## config.mk

```make
export PLATFORM = sky130hd
export DESIGN_NAME = lsp_cb5_search
export DESIGN_NICKNAME = d
export VERILOG_FILES = /design/src/rtl/lsp_cb5_search.sv
export SDC_FILE = /design/constraint.sdc
export NUM_CORES = 2
export LEC_CHECK = 0
export ABC_AREA = 1
export BUFFER_PORTS_ARGS = -buffer_cell sky130_fd_sc_hd__buf_2
export CAP_MARGIN = 20
export CORE_MARGIN = 2
export CORE_UTILIZATION = 50
export DETAILED_ROUTE_END_ITERATION = 8
export GPL_TIMING_DRIVEN = 0
export MAX_ROUTING_LAYER = met4
export PLACE_DENSITY = 0.66
export SLEW_MARGIN = 20
export SYNTH_ARGS = -nofsm -noshare
export SYNTH_HDL_FRONTEND = slang
export SYNTH_SLANG_ARGS = --single-unit
```

## constraint.sdc

```tcl
create_clock -name clk -period 20 [get_ports clk]
set_clock_uncertainty 0.1 [all_clocks]
set_input_delay 6 -clock clk [delete_from_list [all_inputs] [get_ports clk]]
set_output_delay 6 -clock clk [all_outputs]
set_load 0.05 [all_outputs]
```

## src/rtl/lsp_cb5_search.sv

```systemverilog
// lsp_cb5_search
//   Sequential weighted-error search over the 16-entry LSP codebook 5.
//   For each entry i the block computes
//     d = target - cb[i]            (33-bit signed, Q15.16)
//     s = (d*d) >> 16               (Q15.16, reduced to 32 bits)
//     e = (s*weight) >> 16          (Q15.16, reduced to 32 bits)
//   and tracks the lowest e (unsigned) and its index. Ties keep the lowest index.
//   Each entry takes four cycles (DIFF, SQR, WGT, CMP), and a DONE cycle follows
//   the last entry. done_search goes high 65 rising edges after start is sampled.
//
// Ports
//   clk          system clock, rising edge
//   rst          asynchronous reset, active low
//   start_search one-cycle request, only sampled in IDLE
//   target       Q15.16 signed LSP value, held stable while busy
//   weight       Q15.16 non-negative error weight, held stable while busy
//   cb_addr      codebook ROM address (the current entry, 0 in IDLE/DONE)
//   cb_data      codebook ROM data, combinational from cb_addr
//   best_index   index of the minimum-error entry
//   best_error   minimum weighted error
//   busy         search in progress
//   done_search  one-cycle completion pulse
//
// Configuration
//   CB5_ERR_SAT_EN  when defined, s and e saturate to 0x7FFFFFFF if the shifted
//                   result does not fit in 32 bits. When undefined they wrap to
//                   the low 32 bits.

module lsp_cb5_search (
    input  logic        clk,
    input  logic        rst,
    input  logic        start_search,
    input  logic [31:0] target,
    input  logic [31:0] weight,
    output logic [3:0]  cb_addr,
    input  logic [31:0] cb_data,
    output logic [3:0]  best_index,
    output logic [31:0] best_error,
    output logic        busy,
    output logic        done_search
);

    typedef enum logic [2:0] {
        S_IDLE = 3'd0,
        S_DIFF = 3'd1,
        S_SQR  = 3'd2,
        S_WGT  = 3'd3,
        S_CMP  = 3'd4,
        S_DONE = 3'd5
    } state_t;

    state_t             state_q, state_d;
    logic [3:0]         i_q, i_d;
    logic signed [32:0] d_q, d_d;
    logic [31:0]        s_q, s_d;
    logic [31:0]        e_q, e_d;
    logic [3:0]         best_index_q, best_index_d;
    logic [31:0]        best_error_q, best_error_d;
    logic               done_q, done_d;

    // Datapath: full-width products, then shift and reduce to 32 bits.
    logic signed [32:0] diff_w;
    logic signed [65:0] d_ext;
    logic signed [65:0] sq_full;
    logic [63:0]        we_full;
    logic [31:0]        s_next;
    logic [31:0]        e_next;

    always_comb begin
        diff_w  = $signed({target[31], target}) - $signed({cb_data[31], cb_data});
        d_ext   = {{33{d_q[32]}}, d_q};
        sq_full = d_ext * d_ext;
        we_full = {32'd0, s_q} * {32'd0, weight};
`ifdef CB5_ERR_SAT_EN
        s_next = ($unsigned(sq_full >> 16) > 66'h0_FFFF_FFFF) ? 32'h7FFF_FFFF
                                                               : 32'($unsigned(sq_full >> 16));
        e_next = ((we_full >> 16) > 64'h0000_0000_FFFF_FFFF) ? 32'h7FFF_FFFF
                                                              : 32'(we_full >> 16);
`else
        s_next = 32'($unsigned(sq_full >> 16));
        e_next = 32'(we_full >> 16);
`endif
    end

    always_comb begin
        state_d      = state_q;
        i_d          = i_q;
        d_d          = d_q;
        s_d          = s_q;
        e_d          = e_q;
        best_index_d = best_index_q;
        best_error_d = best_error_q;
        done_d       = 1'b0;

        unique case (state_q)
            S_IDLE: begin
                if (start_search) begin
                    state_d = S_DIFF;
                    i_d     = 4'd0;
                end
            end
            S_DIFF: begin
                d_d     = diff_w;
                state_d = S_SQR;
            end
            S_SQR: begin
                s_d     = s_next;
                state_d = S_WGT;
            end
            S_WGT: begin
                e_d     = e_next;
                state_d = S_CMP;
            end
            S_CMP: begin
                // Entry 0 always loads, which stands in for clearing the running minimum.
                if ((i_q == 4'd0) || (e_q < best_error_q)) begin
                    best_error_d = e_q;
                    best_index_d = i_q;
                end
                if (i_q == 4'd15) begin
                    i_d     = 4'd0;
                    state_d = S_DONE;
                end else begin
                    i_d     = i_q + 4'd1;
                    state_d = S_DIFF;
                end
            end
            S_DONE: begin
                done_d  = 1'b1;
                state_d = S_IDLE;
            end
            default: begin
                state_d = S_IDLE;
                i_d     = 4'd0;
            end
        endcase
    end

    always_ff @(posedge clk or negedge rst) begin
        if (!rst) begin
            state_q      <= S_IDLE;
            i_q          <= '0;
            d_q          <= '0;
            s_q          <= '0;
            e_q          <= '0;
            best_index_q <= '0;
            best_error_q <= '0;
            done_q       <= 1'b0;
        end else begin
            state_q      <= state_d;
            i_q          <= i_d;
            d_q          <= d_d;
            s_q          <= s_d;
            e_q          <= e_d;
            best_index_q <= best_index_d;
            best_error_q <= best_error_d;
            done_q       <= done_d;
        end
    end

    assign cb_addr     = ((state_q == S_IDLE) || (state_q == S_DONE)) ? 4'd0 : i_q;
    assign best_index  = best_index_q;
    assign best_error  = best_error_q;
    assign busy        = (state_q != S_IDLE);
    assign done_search = done_q;

endmodule

```

Word level (Yosys, flattened, before mapping)
Index checks and enable logic that the tools add are counted.
W data, S select, Z words.
{"block": "word_totals", "in_bits": 99, "reg_bits": 141}
{"block": "op_classes", "add_sub_neg": 2, "order_cmp": 1, "bitwise_logic": 1, "reduce_logical": 8, "mux": 8, "multipliers": 2, "n_eq_ne": 7}
{"cell": "$mul A32 B32 Y48", "count": 1}
{"cell": "$mul A33 B33 Y48", "count": 1}
{"cell": "$sub A32 B32 Y33", "count": 1}
{"cell": "$lt A32 B32 Y1", "count": 1}
{"cell": "$pmux W3 S5", "count": 1}
{"cell": "$mux W4", "count": 3}
{"cell": "$pmux W4 S3", "count": 1}
{"cell": "$eq A3 B2 Y1 const B", "count": 2}
{"cell": "$eq A3 B3 Y1 const B", "count": 2}
{"cell": "$mux W3", "count": 2}
{"cell": "$add A4 B1 Y4 const B", "count": 1}
{"cell": "$eq A4 B4 Y1 const B", "count": 1}
{"cell": "$logic_not A4 Y1", "count": 1}
{"cell": "$reduce_and A2 Y1", "count": 2}
{"cell": "$reduce_or A4 Y1", "count": 1}
{"cell": "$eq A3 B1 Y1 const B", "count": 1}
{"cell": "$logic_not A3 Y1", "count": 1}
{"cell": "$reduce_bool A3 Y1", "count": 1}
{"cell": "$logic_or A1 B1 Y1", "count": 2}
{"cell": "$ne A2 B2 Y1 const B", "count": 1}
{"cell": "$mux W1", "count": 1}
{"cell": "$not A1 Y1", "count": 1}

Logic depth before layout (Yosys ltp)
{"block": "logic_depth", "ltp_word": 4, "mapped_depth": 36}

Worst setup path before layout
OpenSTA, ideal clock, no wires.
{"block": "synth_timing", "path_type": "in2reg", "start": "input port weight[19]", "end": "register e_q[20]", "stages": 26, "t_required_ns": 19.782, "slack_ns": 7.868, "t_arrival_ns": 11.914, "path_cell_list": "clkbuf_1 > buf_1 > nand2_1 > fa_1 > fa_1 > inv_1 > fa_1 > inv_1 > fa_1 > inv_1 > fa_1 > fa_1 > fa_1 > fa_1 > ha_1 > nand2_1 > inv_1 > a21oi_1 > o21ai_0 > nor2_1 > nand2_1 > nand2_1 > nand2_1 > or2_1 > nand3_1 > nand2_1"}
{"block": "synth_via", "elab_chain_len": 1}
{"element": "start, declared", "line": "34", "text": "input logic [31:0] weight,"}
{"element": "$mul A32 B32 Y48", "line": "73", "text": "we_full = {32'd0, s_q} * {32'd0, weight};"}
{"element": "end signal, assigned", "line": "145", "text": "e_q <= '0;"}
{"element": "end signal, assigned", "line": "154", "text": "e_q <= e_d;"}
{"element": "end, declared", "line": "56", "text": "logic [31:0] e_q, e_d;"}
Every way passes these cells.
A chain may end at the register's enable or synchronous reset.

Final worst setup path
{"block": "layout_timing", "start": "input port weight[19]", "end": "register e_q[28]"}
Same word-level chain as after synthesis.

==> impl_metrics.py <==
metrics = {
    "cells_and_area": {
        "multi_input_area_um2": 49800,
        "num-fill-cells": 12500,
        "drive_gt1_frac": 0.0300,
        "fin_nets": 10400,
        "area_delta_synth_final_pct": 5.42,
        "register_area_um2": 3530,
    },
    "synthesis": {
        "syn-num-nets": 10300,
        "async_flop_share": 1.00,
        "yosysTopAreaCell": "fa_1",
        "synth_area_um2": 64600,
        "yosys.area.top_type_share": 0.485,
        "synth_area_leaders": "fa_1 49%, inv_1 15%, nand2_1 12%, ha_1 8.1%, dfrtp_1 5.5%",
        "ys.warnings.count": 0,
        "synth_ff_type": "dfrtp_1",
        "synth_area_per_cell_um2": 7.89,
        "synth_cells": 8190,
        "synth-edff-count": 0,
        "ys_seq_area_frac": 0.0546,
        "ys_types": 45,
        "synth_seq_cells": 141,
    },
    "worst_setup_path": {
        "timing.rr.start": "d_q[3]$_DFFE_PN0P_",
        "path_max_fanout": 10,
        "rrSetupSlack_ns": 10.90,
        "end_kind": "flip-flop",
        "r2r-end": "s_q[31]$_DFFE_PN0P_",
        "critPathKind": "primary input to flip-flop",
        "cp_slowest_cell": "clkbuf_1",
        "cp_slowest_stage_delay_ns": 0.81,
        "crit_top_cell": "fa_1",
        "arrival_ns": 13.87,
        "cp-start-kind": "primary input",
        "r2r_cells": 29,
        "cp_cell_sequence": "buf_2 -> clkbuf_1 -> buf_1 -> nand2_1 -> fa_1 -> fa_1 -> inv_1 -> fa_1 -> inv_1 -> fa_1 -> inv_1 -> fa_1 -> fa_1 -> fa_1 -> fa_1 -> ha_1 -> nand2_1 -> inv_1 -> a21oi_1 -> o21ai_0 -> o21ai_0 -> nand4_1 -> a31oi_1",
        "cp.required_ns": 20.34,
    },
    "worst_hold_path": {
        "hold_depth": 2,
        "min_from": "best_index[2]$_DFFE_PN0P_",
        "min_to": "best_index[2]$_DFFE_PN0P_",
        "min_path_type": "flip-flop to flip-flop",
    },
    "clock_tree": {
        "cts_resized": 0,
        "clock_latency_ns": 0.52,
        "clock-sinks": 141,
        "ctsLongestPathBuffers": 2,
        "cts_tree": "done",
        "h-tree-depth": 4,
        "clkSlewWorstSetupHoldPaths_ns": 0.07,
        "post_cts_buffers": 0,
        "numCtsBuffers": 17,
        "cts-root-buf": "clkbuf_16",
        "ctsHoldBuffers": 0,
    },
    "sta": {
        "setup_tns_ns": 0,
        "slew_headroom": 0.126,
        "worstMarginPinSlew_ns": 1.31,
        "finalHoldViolCount": 0,
        "period_share": 0.676,
        "final_max_slew_viol_count": 0,
        "rsz0062_at_grt": "false",
        "fmax_ghz": 0.0739,
        "min_period_ns": 13.53,
        "setup_violations": 0,
    },
    "global_routing": {
        "busiest_layer": "met2",
        "grt_pass1_vias": 56400,
        "grt_max_degree": 73,
        "antenna_found_initial": 5,
        "grt.total_usage": 0.375,
        "grt_use_met3": 0.0686,
        "grt_use_met1": 0.453,
        "grt_util_met2": 0.587,
        "overflow": 0,
        "grt_first_pass_wirelength_mm": 349,
    },
    "detailed_routing": {
        "drc": 0,
        "ant_nets": 0,
        "via_count": 53100,
        "wl_per_cell_um": 23.2,
        "routed_wl_mm": 233,
        "drt_pass1_iterations": 6,
        "vias_per_cell": 5.30,
        "drtIter0Drc": 4557,
    },
    "floorplan": {
        "die_width_um": 363,
        "core_um2": 128000,
        "start_util": 0.505,
        "ios": 141,
        "die_area_um2": 132000,
        "fp.dieH_um": 363,
        "placementRows": 131,
    },
    "place": {
        "place_hpwl_mm": 199,
        "io_buffers": 133,
        "gp_congestion": 1.04,
    },
    "status": {
        "status": "finished, final reports clean",
    },
    "run": {
        "cap_viol_max_count": 0,
    },
}
==> through the flow <==
stage	std cells	cell area (µm²)	hold slack, ns	setup slack (ns)	utilization
CTS	10000	68000	0.379	6.56	0.532
global route	10000	68100	0.419	6.18	0.533
detailed placement	9989	67400	0.359	6.01	0.527
global placement	9985	67300	0.354	5.99	0.527
floorplan	8190	64600	0.375	7.87	-
finish	10000	68100	0.378	6.47	0.533
==> cell type report <==
type,instances,share of cell area
sequential,141,0.0518
clock buffer,17,0.00625
timing repair buffer,139,0.0113
antenna,8,0.000294
tap,1662,0.0305
multi-input combinational,5071,0.732
inverter,2647,0.146
clock inverter,15,0.00283
buffer,331,0.0190
==> sequential cells by signal (all words and copies together) (netlist names) <==
signal and cells:
e_q 32, best_index 4, done_search 1, s_q 32, best_error 32, i_q 4, state_q 3, d_q 33
==> worst max path at each step <==
| stage | start | to | slack [ns] | depth (start not counted) |
|---|---|---|---|---|
| 2_1_floorplan | weight[19] | e_q[20]$_DFFE_PN0P_ | 7.87 | 26 |
| 3_3_place_gp | weight[19] | e_q[30]$_DFFE_PN0P_ | 5.99 | 27 |
| 3_5_place_dp | weight[19] | e_q[30]$_DFFE_PN0P_ | 6.01 | 27 |
| 4_1_cts | weight[19] | e_q[30]$_DFFE_PN0P_ | 6.56 | 27 |
| 5_1_grt | weight[19] | e_q[22]$_DFFE_PN0P_ | 6.18 | 27 |
| 6_report | weight[19] | e_q[28]$_DFFE_PN0P_ | 6.47 | 23 |
==> cells in the mapped netlist (21+ instances only) <==
library cell and n:
nand3_1 198, nor3_1 28, buf_1 26, fa_1 1566, nor2_1 200, clkbuf_1 277, nand2_1 2089, buf_2 28
nand3b_1 21, ha_1 420, nand4_1 28, a21oi_1 160, dfrtp_1 141, inv_1 2645, xor2_1 22, or2_2 22
xnor2_1 43, o21ai_0 125
==> cells by family (layout without fill, tap and decap cells) <==
family | after synthesis | in the layout | synth area share
other | 0 | 8 | 0
XOR/XNOR | 65 | 65 | 0.00881
buffers and inverters | 2978 | 3149 | 0.174
AO/OA/AOI/OAI | 408 | 408 | 0.0357
flip-flops | 141 | 141 | 0.0546
AND/OR/NAND/NOR | 2612 | 2612 | 0.160
adder cells (fa/ha/maj) | 1986 | 1986 | 0.567
==> worst max-delay path, delay by kind of cell <==
kind,cells,cell delay [ns]
simple gates,3,0.52
compound gates,4,1.01
fa+ha+maj,9,4.54
buf+inv,7,1.81
==> layout by cell type, fill, tap and decap left out, types with 6 or more instances in the layout <==
master,count
o21ai_2,6
a21oi_1,160
clkbuf_16,17
o21ai_1,16
nor3_1,28
diode_2,8
xnor2_1,43
o21ai_0,125
ha_1,420
clkbuf_2,13
dfrtp_1,141
a31oi_1,18
clkbuf_1,264
o21a_1,20
a21o_1,19
nand4_1,28
nand2_1,2089
xor2_1,22
nor2_1,200
or2_2,22
buf_1,26
inv_1,2645
fa_1,1566
o21bai_1,15
nor4_1,10
nand3b_1,21
buf_2,160
nand3_1,198
==> metal layers <==
metal	vias up	routed length, µm
met5	-	0
met4	0	17700
met3	674	20600
met2	2576	107000
met1	26600	87400
li1	23200	-
Power is left out: the tool's default activity adds up to more than one toggle a clock period on the data nets, which glitch-free logic cannot reach.
